File: src/rtl/i2s_dac_transmitter_pkg.sv
`default_nettype none
// ============================================================================
//  Module   : i2s_dac_transmitter_pkg
//  Purpose  : Shared audio DAC constants and frame-length helper.
//  Revision : 1.0  initial release
// ============================================================================
package i2s_dac_transmitter_pkg;

    localparam int DAC_WIDTH = 24;
    localparam int SCLK_DIV  = 8;
    localparam int FS_RATIO  = 384;

    function automatic int frame_clocks(input int width, input int div);
        return 2 * width * div;
    endfunction

endpackage
`default_nettype wire

File: src/rtl/i2s_bit_timer.sv
`default_nettype none
// ============================================================================
//  Module   : i2s_bit_timer
//  Purpose  : Bit/slot position counter; presents the position being entered.
//  Revision : 1.0  initial release
// ============================================================================
module i2s_bit_timer #(
    parameter  int WIDTH    = 24,
    parameter  int SCLK_DIV = 8,
    localparam int CW       = (SCLK_DIV > 1) ? $clog2(SCLK_DIV) : 1,
    localparam int SW       = $clog2(2 * WIDTH)
) (
    input  logic          clk,
    input  logic          reset,
    input  logic          enable_i,
    output logic [SW-1:0] slot_nxt_o,
    output logic [CW-1:0] cnt_nxt_o,
    output logic          run_o,
    output logic          frame_entry_o,
    output logic          sclk_nxt_o
);
    import i2s_dac_transmitter_pkg::*;

    localparam logic [CW-1:0] C_CNT_LAST  = CW'(SCLK_DIV - 1);
    localparam logic [CW-1:0] C_CNT_HALF  = CW'(SCLK_DIV / 2);
    localparam logic [SW-1:0] C_SLOT_LAST = SW'(2 * WIDTH - 1);

    logic [CW-1:0] cnt_q,  cnt_d;
    logic [SW-1:0] slot_q, slot_d;
    logic          idle_q, idle_d;
    logic          w_run;
    logic          w_entry;

    always_comb begin
        cnt_d   = cnt_q;
        slot_d  = slot_q;
        idle_d  = idle_q;
        w_run   = 1'b0;
        w_entry = 1'b0;
        if (reset || !enable_i) begin
            cnt_d  = '0;
            slot_d = '0;
            idle_d = 1'b1;
        end else if (idle_q) begin
            cnt_d   = '0;
            slot_d  = '0;
            idle_d  = 1'b0;
            w_run   = 1'b1;
            w_entry = 1'b1;
        end else begin
            w_run = 1'b1;
            if (cnt_q == C_CNT_LAST) begin
                cnt_d = '0;
                if (slot_q == C_SLOT_LAST) begin
                    slot_d  = '0;
                    w_entry = 1'b1;
                end else begin
                    slot_d = slot_q + 1'b1;
                end
            end else begin
                cnt_d = cnt_q + 1'b1;
            end
        end
    end

    always_ff @(posedge clk) begin
        if (reset) begin
            cnt_q  <= '0;
            slot_q <= '0;
            idle_q <= 1'b1;
        end else begin
            cnt_q  <= cnt_d;
            slot_q <= slot_d;
            idle_q <= idle_d;
        end
    end

    assign slot_nxt_o    = slot_d;
    assign cnt_nxt_o     = cnt_d;
    assign run_o         = w_run;
    assign frame_entry_o = w_entry;
    assign sclk_nxt_o    = w_run && (cnt_d >= C_CNT_HALF);

endmodule
`default_nettype wire

File: src/rtl/i2s_dac_transmitter.sv
`default_nettype none
// ============================================================================
//  Module   : i2s_dac_transmitter
//  Purpose  : Philips I2S serialiser for one stereo sample pair per frame.
//  Revision : 1.0  initial release
// ============================================================================
module i2s_dac_transmitter #(
    parameter  int WIDTH    = i2s_dac_transmitter_pkg::DAC_WIDTH,
    parameter  int SCLK_DIV = i2s_dac_transmitter_pkg::SCLK_DIV
) (
    input  logic             clk,
    input  logic             reset,
    input  logic             enable,
    input  logic [WIDTH-1:0] left_data,
    input  logic [WIDTH-1:0] right_data,
    output logic             frame_start,
    output logic             sclk,
    output logic             lrclk,
    output logic             sd
);
    import i2s_dac_transmitter_pkg::*;

    localparam int CW = (SCLK_DIV > 1) ? $clog2(SCLK_DIV) : 1;
    localparam int SW = $clog2(2 * WIDTH);
    localparam int IW = SW + 1;

    logic [SW-1:0]    w_slot_d;
    logic [CW-1:0]    w_cnt_d;
    logic             w_run;
    logic             w_entry;
    logic             w_sclk_d;
    logic             w_lrclk_d;
    logic             w_sd_d;
    logic [IW-1:0]    w_slot_ext;
    logic [IW-1:0]    w_lidx;
    logic [IW-1:0]    w_ridx;
    logic [WIDTH-1:0] w_left_sh;
    logic [WIDTH-1:0] w_right_sh;

    logic [WIDTH-1:0] left_hold_q;
    logic [WIDTH-1:0] right_hold_q;
    logic             right_lsb_prev_q;
    logic             entry_q;
    logic             frame_start_q;
    logic             sclk_q;
    logic             lrclk_q;
    logic             sd_q;

    i2s_bit_timer #(
        .WIDTH    (WIDTH),
        .SCLK_DIV (SCLK_DIV)
    ) u_timer (
        .clk           (clk),
        .reset         (reset),
        .enable_i      (enable),
        .slot_nxt_o    (w_slot_d),
        .cnt_nxt_o     (w_cnt_d),
        .run_o         (w_run),
        .frame_entry_o (w_entry),
        .sclk_nxt_o    (w_sclk_d)
    );

    // Slot s carries bit (WIDTH-s) of the left word or (2*WIDTH-s) of the right.
    assign w_slot_ext = {1'b0, w_slot_d};
    assign w_lidx     = IW'(WIDTH) - w_slot_ext;
    assign w_ridx     = IW'(2 * WIDTH) - w_slot_ext;
    assign w_left_sh  = left_hold_q >> w_lidx;
    assign w_right_sh = right_hold_q >> w_ridx;
    assign w_lrclk_d  = w_run && (w_slot_d >= SW'(WIDTH));

    always_comb begin
        w_sd_d = 1'b0;
        if (w_run) begin
            if (w_slot_d == '0) begin
                // On frame entry the LSB register is being loaded this same edge.
                w_sd_d = w_entry ? right_hold_q[0] : right_lsb_prev_q;
            end else if (w_slot_d <= SW'(WIDTH)) begin
                w_sd_d = w_left_sh[0];
            end else begin
                w_sd_d = w_right_sh[0];
            end
        end
    end

    always_ff @(posedge clk) begin
        if (reset) begin
            left_hold_q      <= '0;
            right_hold_q     <= '0;
            right_lsb_prev_q <= 1'b0;
            entry_q          <= 1'b0;
            frame_start_q    <= 1'b0;
            sclk_q           <= 1'b0;
            lrclk_q          <= 1'b0;
            sd_q             <= 1'b0;
        end else begin
            entry_q       <= w_entry;
            frame_start_q <= enable && entry_q;
            sclk_q        <= w_sclk_d;
            lrclk_q       <= w_lrclk_d;
            sd_q          <= w_sd_d;
            if (w_entry) begin
                left_hold_q      <= left_data;
                right_hold_q     <= right_data;
                right_lsb_prev_q <= right_hold_q[0];
            end
        end
    end

    assign frame_start = frame_start_q;
    assign sclk        = sclk_q;
    assign lrclk       = lrclk_q;
    assign sd          = sd_q;

endmodule
`default_nettype wire

File: config.mk
export PLATFORM = sky130hd
export DESIGN_NAME = i2s_dac_transmitter
export DESIGN_NICKNAME = d
export VERILOG_FILES = /design/src/rtl/i2s_dac_transmitter_pkg.sv /design/src/rtl/i2s_bit_timer.sv /design/src/rtl/i2s_dac_transmitter.sv
export SDC_FILE = /design/constraint.sdc
export NUM_CORES = 1
export LEC_CHECK = 0
export CAP_MARGIN = 20
export CORE_UTILIZATION = 56
export CTS_BUF_LIST = sky130_fd_sc_hd__clkbuf_16
export CTS_CLUSTER_SIZE = 14
export DETAILED_ROUTE_END_ITERATION = 8
export PLACE_DENSITY_LB_ADDON = 0.08
export SYNTH_ARGS = -nofsm -noshare
export SYNTH_HDL_FRONTEND = slang
export SYNTH_SLANG_ARGS = --single-unit
File: constraint.sdc
create_clock -name clk -period 5 [get_ports clk]
set_input_delay 0.75 -clock clk [delete_from_list [all_inputs] [get_ports clk]]
set_output_delay 0.75 -clock clk [all_outputs]
set_load 0.005 [all_outputs]
==> results of run 1 <==
-- final cells by class --
cell class                      instances  share of cell area
Sequential cell                        63               0.324
Timing Repair Buffer                   58               0.147
Tap cell                               70              0.0225
Clock inverter                          6             0.00740
Clock buffer                            9              0.0579
Inverter                                4             0.00386
Multi-Input combinational cell        242               0.438
-- layout by cell type, fill, tap and decap left out, drive strengths merged, types with 2 or more instances in the layout --
cell type,count
xnor2,3
xor2,6
and2,6
dfxtp,63
mux2i,6
buf,4
clkdlybuf4s50,54
a21o,2
clkbuf,9
nor2,14
a21boi,2
nand2b,50
inv,4
nor3b,2
a21oi,3
nand4,4
mux4,12
or2b,2
ha,4
o21ai,52
clkinv,5
mux2,2
nor3,3
nand2,53
-- kinds of logic after synthesis --
family                     after synthesis  share of synthesized area
AOI/OAI and AO/OA                       69                      0.135
xor gates and xnor gates                 9                     0.0319
adders and majority gates                4                     0.0164
buffers and inverters                   22                     0.0331
DFF                                     63                      0.412
muxes                                   20                      0.119
and+or+nand+nor                        140                      0.252
-- metal layers --
layer | GRT usage | part of all wire
met5 | 0 | 0
met4 | 0.128 | 0.025
met3 | 0.0661 | 0.045
met2 | 0.382 | 0.46
met1 | 0.301 | 0.47
-- sequential cells by signal, indices dropped and copies added (netlist names) --
register          cells
entry_q               1
frame_start           1
left_hold_q          24
lrclk                 1
right_hold_q         24
right_lsb_prev_q      1
sclk                  1
sd                    1
u_timer.cnt_q         2
u_timer.idle_q        1
u_timer.slot_q        6
-- power by group through the flow --
stage	logic, W	registers [W]	clock network [W]
final	0.000104	0.000547	0.000533
after global routing	0.000116	0.000550	0.000558
after CTS	0.000105	0.000547	0.000541
after detailed placement	0.000103	0.000557	0
after global placement	0.000101	0.000558	0
after floorplan	0.0000535	0.000551	0
-- cell usage after synthesis (all sizes together) --
cell	count	area share
nand2b	50	0.10
xnor2	3	0.0086
o211ai	1	0.0025
o311ai	1	0.0029
nor2	14	0.022
a211oi	1	0.0025
and3b	1	0.0033
o31ai	1	0.0025
inv	4	0.0049
o211a	1	0.0033
dfxtp	63	0.41
or2b	2	0.0053
xor2	6	0.023
and2b	1	0.0029
o21ai	52	0.090
ha	4	0.016
nor2b	1	0.0020
a211o	1	0.0029
nor4	1	0.0020
nor3b	2	0.0086
o311a	1	0.0033
mux2	2	0.0074
a22oi	1	0.0041
clkbuf	16	0.023
a21o	2	0.0057
o221ai	1	0.0029
nand4	4	0.013
a41oi	1	0.0029
a21boi	2	0.0049
nand2	53	0.065
buf	2	0.0053
mux2i	6	0.020
a21oi	3	0.0049
or4	1	0.0037
nor3	3	0.0049
nand4b	1	0.0029
mux4	12	0.092
and2	6	0.013
-- path summary, 6_finish.rpt --
path,cells after the start,start,to,slack [ns]
max,12,enable,sd$_SDFF_PP0_,1.03
min,1,entry_q$_SDFF_PP0_,frame_start$_SDFF_PP0_,0.44
max reg2reg,13,u_timer.cnt_q[0]$_SDFF_PP0_,sd$_SDFF_PP0_,1.10
min reg2reg,1,entry_q$_SDFF_PP0_,frame_start$_SDFF_PP0_,0.44
-- metrics by stage --
stage | hold WS [ns] | utilization | worst slack, ns | total power [W]
after floorplan | 0.403 | - | 1.52 | 0.000604
after global placement | 0.419 | 0.703 | 0.825 | 0.000659
after detailed placement | 0.425 | 0.703 | 0.669 | 0.000661
after CTS | 0.436 | 0.752 | 0.995 | 0.00119
after global routing | 0.456 | 0.752 | 0.834 | 0.00122
final | 0.439 | 0.752 | 1.03 | 0.00118
==> results.sh, run 1 <==
export IMPL_yosys_register_bits=63
export IMPL_coreArea_sq_um=5170
export IMPL_tightest_slew_ns=0.506
export IMPL_clkTransAtPathRegs_ns=0.05
export IMPL_seq_area_sq_um=1260
export IMPL_fmax_mhz=252
export IMPL_clkLatencyLatePin_ns=0.33
export IMPL_cp_slowest_cell="ha_1"
export IMPL_post_dp_cell_area_sq_um=3640
export IMPL_initial_core_util=0.591
export IMPL_slew_headroom=0.662
export IMPL_cts_buffer_depth=2
export IMPL_cp_slowest_stage_delay_ns=0.55
export IMPL_layout_cells_non_filler=452
export IMPL_clockRootBuffer="clkbuf_16"
export IMPL_cts_tree="yes"
export IMPL_path_cells="clkdlybuf4s50_1 > nor3b_4 > o21ai_4 > nor2_4 > inv_2 > ha_1 > buf_4 > mux4_2 > mux2i_1 > mux2i_1 > mux2_2 > a211o_1"
export IMPL_fin_crit_sh=0.793
export IMPL_cts_resized_gates=0
export IMPL_switching_share=0.222
export IMPL_run_status="finished, final reports clean"
export IMPL_first_pass_iters=5
export IMPL_post_route_cell_area_sq_um=3890
export IMPL_ys_types=51
export IMPL_cp_start_kind="input port"
export IMPL_hold_viol_final=0
export IMPL_port_buffers=54
export IMPL_track_usage=0.241
export IMPL_p_int_w=0.000921
export IMPL_grt_pass1_vias=2263
export IMPL_post_cts_buffers=0
export IMPL_dp_cells=437
export IMPL_clock_sinks=63
export IMPL_setup_viol=0
export IMPL_n_antenna_cell=0
export IMPL_die_x_um=75.9
export IMPL_cts_inserted_buffers=9
export IMPL_drc=0
export IMPL_peakVddDrop_uv=191
export IMPL_cp_end_kind="flip-flop"
export IMPL_dieArea_sq_um=5760
export IMPL_cts_hold_buffers_added=0
export IMPL_required_ns=5.21
export IMPL_p_seq_frac=0.462
export IMPL_antenna_left=0
export IMPL_path_class="in -> reg"
export IMPL_post_synth_cell_area_avg_sq_um=9.35
export IMPL_io_pins=55
export IMPL_timing_critical_path_mode_cell="mux2i_1"
export IMPL_final_layout_size_suffix_gt1_frac=0.120
export IMPL_area_growth_pct=27.3
export IMPL_vias=2434
export IMPL_place_congestion=0.837
export IMPL_post_route_min_period_ns=3.97
export IMPL_syn_nets=382
export IMPL_hp_class="reg -> reg"
export IMPL_path_max_fanout=13
export IMPL_gr_total_overflow=0
export IMPL_multiInputGateArea_sq_um=1700
export IMPL_fin_setup_tns_ns=0
export IMPL_viasPerCell=5.38
export IMPL_cp_buffers_inverters=3
export IMPL_powerDensity_nw_per_um2=304
export IMPL_arrival_ns=4.17
export IMPL_grt_setup_unrepaired="no"
export IMPL_drv_slew=0
export IMPL_htree_levels=3
export IMPL_die_height_um=75.9
export IMPL_pwr_share_comb=0.088
export IMPL_clockPowerShare=0.450
export IMPL_clock_skew_ns=0.00729
export IMPL_antenna_found_initial=0
export IMPL_rows=26
export IMPL_synthCells=327
export IMPL_final_nets=433
export IMPL_initialDrtViolationCount=132
export IMPL_drt_wirelength_per_cell_um=13.7
export IMPL_ys_warn_count=0
export IMPL_post_dp_hpwl_um=4230
export IMPL_switchingPower_w=0.000264
export IMPL_wirelength_um=6200
export IMPL_total_leakage_power_nw=1.43
export IMPL_seq_area_frac_synth=0.412
export IMPL_grt_pass1_wl_um=10100
export IMPL_grt_max_degree=51
export IMPL_syn_area_sq_um=3060
export IMPL_fillers=401
export IMPL_path_delay_family="multiplexers"
export IMPL_maxCapViolations=0
Power figures use the tool's default switching activity.
==> run 2, diff against run 1 <==
--- a/config.mk
+++ b/config.mk
@@ -6,7 +6,7 @@
 export NUM_CORES = 1
 export LEC_CHECK = 0
 export CAP_MARGIN = 20
-export CORE_UTILIZATION = 56
+export CORE_UTILIZATION = 52
 export CTS_BUF_LIST = sky130_fd_sc_hd__clkbuf_16
 export CTS_CLUSTER_SIZE = 14
 export DETAILED_ROUTE_END_ITERATION = 8
==> constraint.sdc (replaced) <==
create_clock -name clk -period 4.1 [get_ports clk]
set_input_delay 0.615 -clock clk [delete_from_list [all_inputs] [get_ports clk]]
set_output_delay 0.615 -clock clk [all_outputs]
set_load 0.005 [all_outputs]
==> results.sh, run 2 (synthesis results as in run 1) <==
export IMPL_first_pass_iters=4
export IMPL_antenna_found_initial=0
export IMPL_rows=27
export IMPL_clockRootBuffer="clkbuf_16"
export IMPL_clkLatencyLatePin_ns=0.33
export IMPL_peakVddDrop_uv=309
export IMPL_fmax_mhz=270
export IMPL_wirelength_um=6250
export IMPL_required_ns=4.32
export IMPL_viasPerCell=5.29
export IMPL_post_route_min_period_ns=3.71
export IMPL_post_cts_buffers=0
export IMPL_fillers=457
export IMPL_fin_crit_sh=0.904
export IMPL_coreArea_sq_um=5570
export IMPL_run_status="finished, final reports clean"
export IMPL_port_buffers=54
export IMPL_gr_total_overflow=0
export IMPL_drt_wirelength_per_cell_um=13.7
export IMPL_post_dp_hpwl_um=4340
export IMPL_initial_core_util=0.549
export IMPL_most_common_layout_cells="dfxtp_1, clkdlybuf4s50_1, nand2_1"
export IMPL_die_height_um=78.7
export IMPL_p_seq_frac=0.420
export IMPL_cp_end_kind="flip-flop"
export IMPL_fin_setup_tns_ns=0
export IMPL_drc=0
export IMPL_area_growth_pct=29.5
export IMPL_multiInputGateArea_sq_um=1700
export IMPL_clock_skew_ns=0.00331
export IMPL_total_leakage_power_nw=1.47
export IMPL_grt_pass1_vias=2417
export IMPL_cts_tree="yes"
export IMPL_maxCapViolations=0
export IMPL_initialDrtViolationCount=117
export IMPL_cp_start_kind="flip-flop"
export IMPL_dieArea_sq_um=6190
export IMPL_cts_buffer_depth=2
export IMPL_p_int_w=0.00125
export IMPL_tightest_slew_ns=0.484
export IMPL_antenna_left=0
export IMPL_path_max_fanout=13
export IMPL_place_congestion=0.840
export IMPL_cts_inserted_buffers=9
export IMPL_hold_viol_final=0
export IMPL_cts_resized_gates=0
export IMPL_clock_sinks=63
export IMPL_grt_setup_unrepaired="no"
export IMPL_final_layout_size_suffix_gt1_frac=0.128
export IMPL_switching_share=0.211
export IMPL_io_pins=55
export IMPL_clkTransAtPathRegs_ns=0.05
export IMPL_final_nets=434
export IMPL_switchingPower_w=0.000335
export IMPL_slew_headroom=0.676
export IMPL_powerDensity_nw_per_um2=401
export IMPL_p_total_w=0.00159
export IMPL_path_class="reg -> reg"
export IMPL_n_antenna_cell=0
export IMPL_vias=2413
export IMPL_seq_area_sq_um=1260
export IMPL_clockPowerShare=0.500
export IMPL_pwr_share_comb=0.080
export IMPL_cts_hold_buffers_added=0
export IMPL_largestRegisters="left_hold_q: 24 flops, right_hold_q: 24 flops, u_timer.slot_q: 6 flops"
export IMPL_hp_class="reg -> reg"
export IMPL_grt_max_degree=51
export IMPL_die_x_um=78.7
export IMPL_track_usage=0.237
export IMPL_grt_pass1_wl_um=11100
export IMPL_setup_viol=0
export IMPL_drv_slew=0
export IMPL_mostFrequentLayoutCell="dfxtp_1"
export IMPL_htree_levels=3
export IMPL_arrival_ns=3.93
run 2: cell count changes in the layout (fill, tap and decap cells not counted), sizes merged:
cell	change
inv	+1
buf	+1
bufinv	+2
clkinv	-2
run 2: final cells by class:
cell class              count  area share
multi-input cells         242       0.430
inverters                   4     0.00379
clock buffers               9      0.0569
flip-flops and latches     63       0.318
clock inverters             7      0.0224
repair buffers             59       0.146
well taps                  72      0.0227
run 2: worst max-delay path, cell delays in order (launching register included):
cell and delay, ns:
dfxtp_1 0.33, ha_1 0.15, ha_1 0.43, nand4_4 0.19
o21ai_4 0.37, nor2_4 0.07, inv_2 0.24, ha_1 0.27
buf_4 0.22, mux4_1 0.55, or2b_2 0.18, a22oi_2 0.06
o221ai_1 0.16, a41oi_1 0.13, a211o_1 0.23
run 2: power groups by stage:
| stage | Clock, W | Sequential [W] | Combinational, W |
|---|---|---|---|
| global route | 0.000838 | 0.000671 | 0.000143 |
| finish | 0.000796 | 0.000668 | 0.000127 |
| detailed placement | 0 | 0.000680 | 0.000127 |
| global placement | 0 | 0.000681 | 0.000124 |
| CTS | 0.000807 | 0.000667 | 0.000128 |
| floorplan | 0 | 0.000672 | 0.0000653 |
run 2: routing by layer:
metal / global-route usage / share of wire / vias up
met5: 0 / 0 / -
met4: 0.0889 / 0.016 / 0
li1: - / - / 1228
met2: 0.380 / 0.47 / 48
met3: 0.0744 / 0.044 / 10
met1: 0.297 / 0.47 / 1127
run 2: final timing paths:
path | start | to | slack [ns] | cells after the start
setup / recovery | u_timer.cnt_q[0]$_SDFF_PP0_ | sd$_SDFF_PP0_ | 0.39 | 14
hold / removal | entry_q$_SDFF_PP0_ | frame_start$_SDFF_PP0_ | 0.42 | 1
setup reg to reg | u_timer.cnt_q[0]$_SDFF_PP0_ | sd$_SDFF_PP0_ | 0.39 | 14
hold reg to reg | entry_q$_SDFF_PP0_ | frame_start$_SDFF_PP0_ | 0.42 | 1
run 2: through the flow:
step | setup slack [ns] | area, sq um | std cells | hold slack (ns) | util
floorplan | 0.758 | 3060 | 327 | 0.403 | -
global placement | 0.221 | 3650 | 440 | 0.412 | 0.654
detailed placement | 0.0967 | 3650 | 440 | 0.411 | 0.654
CTS | 0.401 | 3960 | 456 | 0.423 | 0.711
global route | 0.105 | 3960 | 456 | 0.432 | 0.711
finish | 0.394 | 3960 | 456 | 0.421 | 0.711
